<file path="src/rtl/serial_subtractor_4bit.sv">
// Bit-serial subtractor: one full-subtractor cell and one borrow flop,
// producing in_a - in_b - borrow_in LSB first under a start/busy/done handshake.
module serial_subtractor_4bit #(
    parameter int WIDTH = 4
) (
    input  logic             clk,
    input  logic             rst_n,
    input  logic             start,
    input  logic [WIDTH-1:0] in_a,
    input  logic [WIDTH-1:0] in_b,
    input  logic             borrow_in,
    output logic             busy,
    output logic             done,
    output logic [WIDTH-1:0] out,
    output logic             borrow_out
);

    localparam int CW = (WIDTH > 2) ? $clog2(WIDTH) : 1;
    localparam logic [CW-1:0] LAST = CW'(WIDTH - 1);

    typedef enum logic [1:0] {
        IDLE = 2'd0,
        RUN  = 2'd1,
        DONE = 2'd2
    } state_t;

    state_t           state;
    logic [WIDTH-1:0] a_q;
    logic [WIDTH-1:0] b_q;
    logic [WIDTH-1:0] sr_q;
    logic [CW-1:0]    cnt_q;
    logic             br_q;

    logic             a_bit;
    logic             b_bit;
    logic             d_bit;
    logic             br_next;
    logic [WIDTH-1:0] sr_next;
    logic             last_bit;

    // Operands shift right each step, so bit [cnt] of the captured value
    // always sits at position 0.
    always_comb begin
        a_bit    = a_q[0];
        b_bit    = b_q[0];
        d_bit    = a_bit ^ b_bit ^ br_q;
        br_next  = (~a_bit & b_bit) | (~(a_bit ^ b_bit) & br_q);
        sr_next  = {d_bit, sr_q[WIDTH-1:1]};
        last_bit = (cnt_q == LAST);
    end

    always_ff @(posedge clk or negedge rst_n) begin
        if (!rst_n) begin
            state      <= IDLE;
            a_q        <= '0;
            b_q        <= '0;
            sr_q       <= '0;
            cnt_q      <= '0;
            br_q       <= 1'b0;
            busy       <= 1'b0;
            done       <= 1'b0;
            out        <= '0;
            borrow_out <= 1'b0;
        end else begin
            unique case (state)
                IDLE, DONE: begin
                    done <= 1'b0;
                    if (start) begin
                        a_q   <= in_a;
                        b_q   <= in_b;
                        br_q  <= borrow_in;
                        sr_q  <= '0;
                        cnt_q <= '0;
                        busy  <= 1'b1;
                        state <= RUN;
                    end else begin
                        busy  <= 1'b0;
                        state <= IDLE;
                    end
                end
                RUN: begin
                    a_q   <= a_q >> 1;
                    b_q   <= b_q >> 1;
                    br_q  <= br_next;
                    sr_q  <= sr_next;
                    cnt_q <= cnt_q + CW'(1);
                    // Result is published in one step from the final shift.
                    if (last_bit) begin
                        out        <= sr_next;
                        borrow_out <= br_next;
                        busy       <= 1'b0;
                        done       <= 1'b1;
                        state      <= DONE;
                    end
                end
                default: begin
                    busy  <= 1'b0;
                    done  <= 1'b0;
                    state <= IDLE;
                end
            endcase
        end
    end

endmodule

</file>
<file path="config.mk">
export PLATFORM = sky130hd
export DESIGN_NAME = serial_subtractor_4bit
export DESIGN_NICKNAME = d
export VERILOG_FILES = /design/src/rtl/serial_subtractor_4bit.sv
export SDC_FILE = /design/constraint.sdc
export NUM_CORES = 1
export LEC_CHECK = 0
export BUFFER_PORTS_ARGS = -buffer_cell sky130_fd_sc_hd__buf_4
export CORE_UTILIZATION = 30
export CTS_BUF_LIST = sky130_fd_sc_hd__clkbuf_4
export DETAILED_ROUTE_END_ITERATION = 16
export GPL_TIMING_DRIVEN = 0
export SYNTH_ARGS = -nofsm -noshare
export SYNTH_HDL_FRONTEND = slang
export SYNTH_SLANG_ARGS = --single-unit
</file>
<file path="constraint.sdc">
create_clock -name clk -period 2 [get_ports clk]
set_input_delay 0.3 -clock clk [delete_from_list [all_inputs] [get_ports clk]]
set_output_delay 0.3 -clock clk [all_outputs]
set_load 0.03 [all_outputs]
</file>
==> results of run 1 <==
## power groups by stage
stage	sequential (mW)	clock [mW]	combinational, mW
detailed placement	0.804	0	1.05
global placement	0.791	0	1.03
finish	0.794	0.201	1.04
global route	0.827	0.237	1.16
floorplan	0.894	0	0.670
CTS	0.797	0.215	1.06
## metrics by stage
step	std cells	setup slack (ns)	instance area, um^2	util
after floorplan	90	0.522	1110	-
after global placement	154	0.463	1300	0.378
after detailed placement	154	0.453	1300	0.378
after CTS	159	0.410	1340	0.389
after global routing	159	0.341	1340	0.389
final	159	0.404	1340	0.389
## layer usage
metal / vias up / global-route usage
met1: 363 / 0.157
met4: 0 / 0.0610
li1: 368 / -
met2: 11 / 0.192
met3: 2 / 0.0237
met5: - / 0
## worst max-delay path, cell delays in order (launching register included)
cell and delay, ns:
dfrtp_1 0.41, inv_1 0.07, fa_1 0.47, mux2_1 0.30
a22o_1 0.23
## state kept, by name, summed over array words and instances (netlist names)
| name | flops |
|---|---|
| done | 1 |
| out | 4 |
| sr_q | 3 |
| busy | 1 |
| b_q | 4 |
| state | 1 |
| borrow_out | 1 |
| cnt_q | 2 |
| br_q | 1 |
| a_q | 4 |
## path summary, 6_finish.rpt
path	end
setup / recovery	sr_q[3]
hold / removal	b_q[1]
setup reg to reg	sr_q[3]
hold reg to reg	out[0]
max in group asynchronous	a_q[1]
min in group asynchronous	a_q[0]
## final cells by class
| cell class | count | area, um^2 | share of cell area |
|---|---|---|---|
| buffer | 6 | 57.6 | 0.0430 |
| inverter | 4 | 15.0 | 0.0112 |
| sequential | 22 | 551 | 0.412 |
| timing repair buffer | 19 | 145 | 0.109 |
| tap | 46 | 57.6 | 0.0430 |
| multi-input combinational | 58 | 485 | 0.363 |
| clock buffer | 3 | 22.5 | 0.0168 |
| clock inverter | 1 | 3.75 | 0.00281 |
## synthesized netlist by cell type
cell type | n | area share
a211oi_1 | 7 | 0.047
a21oi_1 | 6 | 0.027
a21oi_2 | 1 | 0.0079
a22o_1 | 4 | 0.032
buf_12 | 1 | 0.018
buf_2 | 3 | 0.014
buf_6 | 2 | 0.020
dfrtp_1 | 22 | 0.50
fa_1 | 1 | 0.018
ha_1 | 1 | 0.011
inv_1 | 4 | 0.014
mux2_1 | 1 | 0.010
mux2_2 | 7 | 0.071
mux2_4 | 1 | 0.014
mux2i_1 | 8 | 0.072
nand2_1 | 1 | 0.0034
nand2b_1 | 1 | 0.0056
nand2b_4 | 1 | 0.012
nand3_1 | 3 | 0.014
nand3b_4 | 1 | 0.018
nor2_2 | 1 | 0.0056
nor2b_1 | 7 | 0.040
o21ai_0 | 5 | 0.023
o31ai_1 | 1 | 0.0068
## logic make-up (layout without fill, tap and decap cells)
| family | Yosys count | after routing | synth area share |
|---|---|---|---|
| adder cells (fa/ha/maj) | 2 | 2 | 0.0293 |
| AO/OA/AOI/OAI | 24 | 24 | 0.143 |
| buffers and inverters | 10 | 33 | 0.0655 |
| multiplexers | 17 | 17 | 0.167 |
| AND/OR/NAND/NOR | 15 | 15 | 0.0982 |
| flip-flops | 22 | 22 | 0.497 |
## timing repair
item / CTS / global route
setup buffers: 0 / 0
gates resized for setup: 0 / 0
endpoints found under the setup margin: 0 / 0
endpoints found under the hold margin: 22 / 0
hold buffers: 1 / 0
==> results.sh, run 1 <==
export IMPL_wl_met3_um=42
export IMPL_cp_data_arrival_time_ns=1.79
export IMPL_cts_tree="yes"
export IMPL_num_rows=21
export IMPL_clk_pin_slew_ns=0.13
export IMPL_yosys_warnings=0
export IMPL_insertion_delay_ns=0.30
export IMPL_reg2reg_from="b_q[0]"
export IMPL_drt_iter0_markers=14
export IMPL_finalCritPeriodShare=0.798
export IMPL_fillers=350
export IMPL_whs_path_depth=3
export IMPL_netlist_area_mm2=0.00111
export IMPL_r2r_setup_slack_ns=0.40
export IMPL_antenna_left=0
export IMPL_die_x_um=62.8
export IMPL_slew_violations=0
export IMPL_worstSetupPathType="flip-flop to flip-flop"
export IMPL_top_layer_used="met4"
export IMPL_drc=0
export IMPL_wl_per_cell_um=13.2
export IMPL_io_pins=19
export IMPL_diodes=0
export IMPL_area_delta_synth_final_pct=20.7
export IMPL_final_nets=128
export IMPL_setup_tns_ns=0
export IMPL_vias=744
export IMPL_antenna_found_initial=0
export IMPL_p_sw_frac=0.393
export IMPL_setup_worst_path_start_class="flip-flop"
export IMPL_syn_nets=104
export IMPL_wl_met1_um=996
export IMPL_die_area_mm2=0.00394
export IMPL_power_frac_seq=0.389
export IMPL_skew_ns=0.0130
export IMPL_clk_path_buf_depth=2
export IMPL_hp_start="in_b[1]"
export IMPL_combPwrFrac=0.512
export IMPL_hp_class="input pin to flip-flop"
export IMPL_p_leak_nw=0.610
export IMPL_via_per_inst=4.68
export IMPL_grt_pass1_wl_mm=3.69
export IMPL_htreeDepth=1
export IMPL_dp_hpwl_mm=1.54
export IMPL_ys_ff_latch=22
export IMPL_fmax_mhz=626
export IMPL_gp_congestion=0.669
export IMPL_power_switching_mw=0.801
export IMPL_reg2reg_depth=4
export IMPL_seq_area_frac_synth=0.497
export IMPL_grt_max_degree=23
export IMPL_dr_pass1_iters=4
export IMPL_yosysUniqueCellTypes=24
export IMPL_final_layout_size_suffix_gt1_frac=0.345
export IMPL_grtUsageTotal=0.121
export IMPL_setup_worst_path_start="b_q[0]"
export IMPL_totalWireLength_mm=2.09
export IMPL_p_int_mw=1.24
export IMPL_relSlewSlack=0.813
export IMPL_route_met2_wl_mm=1.03
export IMPL_final_common_cell="dfrtp_1"
export IMPL_power_share_clock=0.099
export IMPL_syn_inst=90
export IMPL_p_total_mw=2.04
export IMPL_status="finished clean"
export IMPL_critPathMaxFanout=3
export IMPL_whs_ns=0.272
export IMPL_setup_viol=0
export IMPL_grt_overflow=0
export IMPL_tightest_slew_ns=0.281
export IMPL_port_buffers=18
export IMPL_final_cell_mix="22 x dfrtp_1, 18 x buf_4, 8 x mux2i_1"
export IMPL_period_needed_ns=1.60
export IMPL_core_mm2=0.00344
export IMPL_cts_buffers=3
export IMPL_ir_drop_mv=0.395
export IMPL_max_cap_viol_count=0
export IMPL_cts_root_buf="clkbuf_4"
export IMPL_cts_sinks=22
export IMPL_critPathRequiredTime_ns=2.19
export IMPL_power_density_mw_per_mm2=1530
export IMPL_cp_end_kind="flip-flop"
export IMPL_syn_avg_cell_area_um2=12.3
export IMPL_die_h_um=62.8
export IMPL_rsz0062_at_grt="false"
export IMPL_start_util=0.322
export IMPL_hold_viol_final=0
export IMPL_grt_pass1_vias=786
No activity file was read; power rests on OpenSTA's default activity.
==> inputs of run 2 (changes only) <==
==> constraint.sdc (replaced) <==
create_clock -name clk -period 1.4 [get_ports clk]
set_input_delay 0.21 -clock clk [delete_from_list [all_inputs] [get_ports clk]]
set_output_delay 0.21 -clock clk [all_outputs]
set_load 0.03 [all_outputs]
==> run 2 against run 1 <==
Against the previous run:
- the run now ends with setup timing left
- cell area rose by 2.8%
- wire length rose by 2.7%
- register-to-register slack got worse by 0.48 ns
- flip-flop and latch count did not move
- setup slack got worse by 0.48 ns
- non-clock buffer count rose by 5
- critical path type unchanged
- highest routed layer unchanged
==> results.sh, run 2 (same netlist as run 1, synthesis figures left out) <==
export IMPL_crit_chain="inv_2, fa_1, mux2_4, a22o_1"
export IMPL_cp_slowest_cell="fa_1"
export IMPL_crit_buf_inv=1
export IMPL_hp_start="in_a[2]"
export IMPL_skew_ns=0.000915
export IMPL_register_area_um2=551
export IMPL_final_cell_mix="23 x buf_4, 22 x dfrtp_1, 8 x mux2i_1"
export IMPL_drt_iter0_markers=25
export IMPL_grt_pass1_vias=802
export IMPL_cp_end_kind="flip-flop"
export IMPL_wl_per_cell_um=13.2
export IMPL_violations="setup timing"
export IMPL_power_switching_mw=1.18
export IMPL_antenna_left=0
export IMPL_setup_worst_path_start="br_q"
export IMPL_critPathTopFamily="adder cells"
export IMPL_hp_class="input pin to flip-flop"
export IMPL_hold_viol_final=0
export IMPL_totalWireLength_mm=2.15
export IMPL_setup_worst_path_start_class="flip-flop"
export IMPL_p_total_mw=3.10
export IMPL_core_mm2=0.00344
export IMPL_min_to="a_q[2]"
export IMPL_postLayoutCoreUtil=0.399
export IMPL_reg_top3="a_q x4, b_q x4, out x4"
export IMPL_place_area_mm2=0.00131
export IMPL_relSlewSlack=0.807
export IMPL_p_leak_nw=0.634
export IMPL_final_layout_size_suffix_gt1_frac=0.402
export IMPL_max_cap_viol_count=0
export IMPL_slew_violations=0
export IMPL_fin_cells=163
export IMPL_p_int_mw=1.93
export IMPL_whs_path_depth=3
export IMPL_critPathRequiredTime_ns=1.61
export IMPL_setup_tns_ns=-0.0839
export IMPL_cp_data_arrival_time_ns=1.69
export IMPL_dp_hpwl_mm=1.57
export IMPL_critPathMaxFanout=2
export IMPL_die_area_mm2=0.00394
export IMPL_setup_ws_ns=-0.0810
export IMPL_htreeDepth=1
export IMPL_status="finished, violations left"
export IMPL_clk_pin_slew_ns=0.12
export IMPL_vias=755
export IMPL_setup_viol=2
export IMPL_die_h_um=62.8
export IMPL_grt_overflow=0
export IMPL_reg2reg_from="br_q"
export IMPL_cts_tree="yes"
export IMPL_area_delta_synth_final_pct=24.0
export IMPL_fillers=330
export IMPL_clk_path_buf_depth=2
export IMPL_num_rows=21
export IMPL_r2r_end="sr_q[3]"
export IMPL_dp_slack_ns=-0.113
export IMPL_r2r_setup_slack_ns=-0.08
export IMPL_grt_max_degree=23
export IMPL_dp_cells=154
export IMPL_period_needed_ns=1.48
export IMPL_layout_cell_area_non_filler_mm2=0.00138
export IMPL_gp_congestion=0.693
export IMPL_start_util=0.322
export IMPL_antenna_found_initial=0
export IMPL_cts_root_buf="clkbuf_4"
export IMPL_ir_drop_mv=0.492
export IMPL_fmax_mhz=675
export IMPL_max_stage_delay_ns=0.49
export IMPL_p_sw_frac=0.379
export IMPL_worstSetupPathType="flip-flop to flip-flop"
export IMPL_combPwrFrac=0.547
export IMPL_cts_sinks=22
export IMPL_port_buffers=18
export IMPL_rsz0062_at_grt="true"
export IMPL_io_pins=19
export IMPL_finalCritPeriodShare=1.06
export IMPL_insertion_delay_ns=0.31
export IMPL_grt_pass1_wl_mm=3.64
export IMPL_diodes=0
export IMPL_drc=0
export IMPL_power_share_clock=0.093
export IMPL_whs_ns=0.178
export IMPL_dr_pass1_iters=3
export IMPL_cts_buffers=3
export IMPL_final_nets=133
export IMPL_die_x_um=62.8
export IMPL_power_frac_seq=0.360
export IMPL_tightest_slew_ns=0.288
export IMPL_power_density_mw_per_mm2=2260
export IMPL_grtUsageTotal=0.122
export IMPL_multi_input_area_um2=489
export IMPL_final_common_cell="buf_4"
export IMPL_via_per_inst=4.63
export IMPL_reg2reg_depth=4
-- run 2: cell types whose count changed in the layout (fill, tap and decap cells not counted), sizes merged --
cell,change
buf,+5
clkinv,-1
-- run 2: cell type report --
type / instances / area share
buffer: 6 / 0.0419
clock buffer: 3 / 0.0164
inverter: 4 / 0.0109
multi-input combinational: 58 / 0.356
sequential: 22 / 0.400
tap: 46 / 0.0419
timing repair buffer: 24 / 0.133
-- run 2: worst max-delay path by stage --
stage                          to  slack [ns]  cells past startpoint
after floorplan           sr_q[3]       -0.04                      4
after global placement    sr_q[3]       -0.12                      4
after detailed placement  sr_q[3]       -0.11                      4
after CTS                 sr_q[3]       -0.08                      4
after global routing      sr_q[3]       -0.14                      4
final                     sr_q[3]       -0.08                      4
-- run 2: timing repair --
item                                    4_1_cts  5_1_grt
pin swaps                                     1        0
hold buffers                                  1        0
resized for setup                             2        0
gates cloned                                  0        0
endpoints found under the setup margin        1        2
setup buffers                                 4        1
endpoints found under the hold margin        22        0
-- run 2: worst min-delay path, stage by stage --
cell and delay, ns:
buf_4 0.08, a211oi_1 0.06, a21oi_1 0.10
-- run 2: power by group through the flow --
| stage | Sequential (mW) | Clock, mW | Combinational (mW) |
|---|---|---|---|
| 3_5_place_dp | 1.14 | 0 | 1.56 |
| 4_1_cts | 1.12 | 0.300 | 1.69 |
| 3_3_place_gp | 1.12 | 0 | 1.51 |
| 2_1_floorplan | 1.28 | 0 | 0.998 |
| 6_report | 1.12 | 0.288 | 1.70 |
| 5_1_grt | 1.15 | 0.327 | 1.86 |
-- run 2: layer usage --
| metal | vias up | part of all wire | track usage |
|---|---|---|---|
| met2 | 10 | 0.53 | 0.217 |
| met4 | 0 | 0.025 | 0.0698 |
| met1 | 365 | 0.43 | 0.141 |
| met5 | - | 0 | 0 |
| li1 | 375 | - | - |
| met3 | 5 | 0.014 | 0.0109 |
==> inputs of run 3 (changes only) <==
--- a/config.mk
+++ b/config.mk
@@ -10,6 +10,7 @@
 export CTS_BUF_LIST = sky130_fd_sc_hd__clkbuf_4
 export DETAILED_ROUTE_END_ITERATION = 16
 export GPL_TIMING_DRIVEN = 0
+export MAX_ROUTING_LAYER = met4
 export SYNTH_ARGS = -nofsm -noshare
 export SYNTH_HDL_FRONTEND = slang
 export SYNTH_SLANG_ARGS = --single-unit
==> constraint.sdc (replaced) <==
create_clock -name clk -period 1.8 [get_ports clk]
set_input_delay 0.27 -clock clk [delete_from_list [all_inputs] [get_ports clk]]
set_output_delay 0.27 -clock clk [all_outputs]
set_load 0.03 [all_outputs]
==> run 3 against run 2 <==
Against the previous run:
- the run now ends clean
- combinational power is 32% lower
- sequential share of layout area is 1.1 points higher
- global-route usage is 0.34 points higher
- critical path depth stayed put
- sequential power is 21% lower
- cell count is 2.5% lower
==> results.sh, run 3 (same netlist as run 1, synthesis figures left out) <==
export IMPL_worstSetupPathType="flip-flop to flip-flop"
export IMPL_grt_max_degree=23
export IMPL_cts_resized=0
export IMPL_r2r_setup_slack_ns=0.21
export IMPL_period_needed_ns=1.59
export IMPL_p_leak_nw=0.610
export IMPL_drc=0
export IMPL_setup_worst_path_start="b_q[0]"
export IMPL_p_sw_frac=0.394
export IMPL_cts_tree="yes"
export IMPL_gp_congestion=0.675
export IMPL_drt_iter0_markers=14
export IMPL_port_buffers=18
export IMPL_cts_buffers=3
export IMPL_max_stage_delay_ns=0.47
export IMPL_clk_path_buf_depth=2
export IMPL_clk_pin_slew_ns=0.13
export IMPL_insertion_delay_ns=0.30
export IMPL_power_switching_mw=0.896
export IMPL_setup_ws_ns=0.207
export IMPL_dp_slack_ns=0.253
export IMPL_via_per_inst=4.69
export IMPL_io_pins=19
export IMPL_finalCritPeriodShare=0.885
export IMPL_relSlewSlack=0.813
export IMPL_num_rows=21
export IMPL_crit_buf_inv=1
export IMPL_cp_data_arrival_time_ns=1.79
export IMPL_reg2reg_depth=4
export IMPL_grtUsageTotal=0.125
export IMPL_hold_viol_final=0
export IMPL_power_density_mw_per_mm2=1700
export IMPL_grt_overflow=0
export IMPL_dr_pass1_iters=4
export IMPL_die_x_um=62.8
export IMPL_cp_slowest_cell="fa_1"
export IMPL_grt_pass1_vias=785
export IMPL_die_h_um=62.8
export IMPL_combPwrFrac=0.511
export IMPL_cts_root_buf="clkbuf_4"
export IMPL_die_area_mm2=0.00394
export IMPL_r2r_end="sr_q[3]"
export IMPL_final_nets=128
export IMPL_start_util=0.322
export IMPL_register_area_um2=551
export IMPL_setup_viol=0
export IMPL_cp_end_kind="flip-flop"
export IMPL_multi_input_area_um2=485
export IMPL_fillers=350
export IMPL_final_common_cell="dfrtp_1"
export IMPL_area_delta_synth_final_pct=20.7
export IMPL_postCtsSetupBuffers=0
export IMPL_critPathTopFamily="adder cells"
export IMPL_totalWireLength_mm=2.11
export IMPL_slew_violations=0
export IMPL_final_cell_mix="22 x dfrtp_1, 18 x buf_4, 8 x mux2i_1"
export IMPL_fmax_mhz=628
export IMPL_reg2reg_from="b_q[0]"
export IMPL_antenna_found_initial=0
export IMPL_power_share_clock=0.100
export IMPL_tightest_slew_ns=0.281
export IMPL_reg_top3="a_q x4, b_q x4, out x4"
export IMPL_setup_tns_ns=0
export IMPL_holdBufCountCts=1
export IMPL_cp_depth=4
export IMPL_core_mm2=0.00344
export IMPL_max_cap_viol_count=0
export IMPL_setup_worst_path_start_class="flip-flop"
export IMPL_status="finished clean"
export IMPL_grt_pass1_wl_mm=3.69
export IMPL_diodes=0
export IMPL_vias=745
export IMPL_critPathMaxFanout=3
export IMPL_dp_hpwl_mm=1.54
export IMPL_critPathRequiredTime_ns=2.00
export IMPL_crit_chain="inv_1, fa_1, mux2_1, a22o_1"
export IMPL_power_frac_seq=0.389
export IMPL_crit_end="sr_q[3]"
export IMPL_skew_ns=0.00868
export IMPL_ir_drop_mv=0.439
export IMPL_rsz0062_at_grt="false"
export IMPL_cts_sinks=22
export IMPL_wl_per_cell_um=13.2
export IMPL_p_int_mw=1.38
export IMPL_htreeDepth=1
export IMPL_antenna_left=0
export IMPL_final_layout_size_suffix_gt1_frac=0.345
export IMPL_hp_class="input pin to flip-flop"
run 3: changes by cell type in the layout (fill, tap and decap cells not counted):
cell / delta
buf_4: -5
inv_1: +2
inv_2: -2
clkinv_1: +1
mux2_1: +1
mux2_4: -1
run 3: metal layers:
layer	GRT usage	wire length (um)
met3	0.0237	42
met1	0.160	1020
met2	0.189	1040
met5	-	0
met4	0.0610	0
run 3: worst min path at each step:
stage | from | end | slack, ns | depth (start not counted)
after global placement | rst_n | done | 0.18 | 1
final | in_b[1] | b_q[1] | 0.24 | 3
after floorplan | rst_n | a_q[0] | -0.03 | 0
after detailed placement | rst_n | out[0] | 0.18 | 1
after global routing | in_b[0] | b_q[0] | 0.24 | 3
after CTS | in_b[1] | b_q[1] | 0.23 | 3
run 3: cell type report:
cell class / instances / area share
multi-input cells: 58 / 0.363
clock buffers: 3 / 0.0168
plain buffers: 6 / 0.0430
inverters: 4 / 0.0112
clock inverters: 1 / 0.00281
repair buffers: 19 / 0.109
flip-flops and latches: 22 / 0.412
well taps: 46 / 0.0430
run 3: through the flow:
step | utilization | cells | cell area (um^2) | total power, mW | hold slack (ns)
6_report | 0.389 | 159 | 1340 | 2.27 | 0.242
5_1_grt | 0.389 | 159 | 1340 | 2.47 | 0.235
4_1_cts | 0.389 | 159 | 1340 | 2.30 | 0.231
3_5_place_dp | 0.378 | 154 | 1300 | 2.06 | 0.177
3_3_place_gp | 0.378 | 154 | 1300 | 2.02 | 0.175
2_1_floorplan | - | 90 | 1110 | 1.74 | -0.0256
run 3: tightest hold or removal path, delay by kind of cell:
kind / cells / cell delay (ns)
AOI/OAI and AO/OA: 2 / 0.17
buffers and inverters: 1 / 0.08
run 3: power by group through the flow:
| stage | registers (mW) | logic (mW) | clock network, mW |
|---|---|---|---|
| 3_3_place_gp | 0.878 | 1.14 | 0 |
| 2_1_floorplan | 0.993 | 0.744 | 0 |
| 6_report | 0.883 | 1.16 | 0.227 |
| 3_5_place_dp | 0.893 | 1.17 | 0 |
| 4_1_cts | 0.885 | 1.18 | 0.239 |
| 5_1_grt | 0.919 | 1.28 | 0.266 |
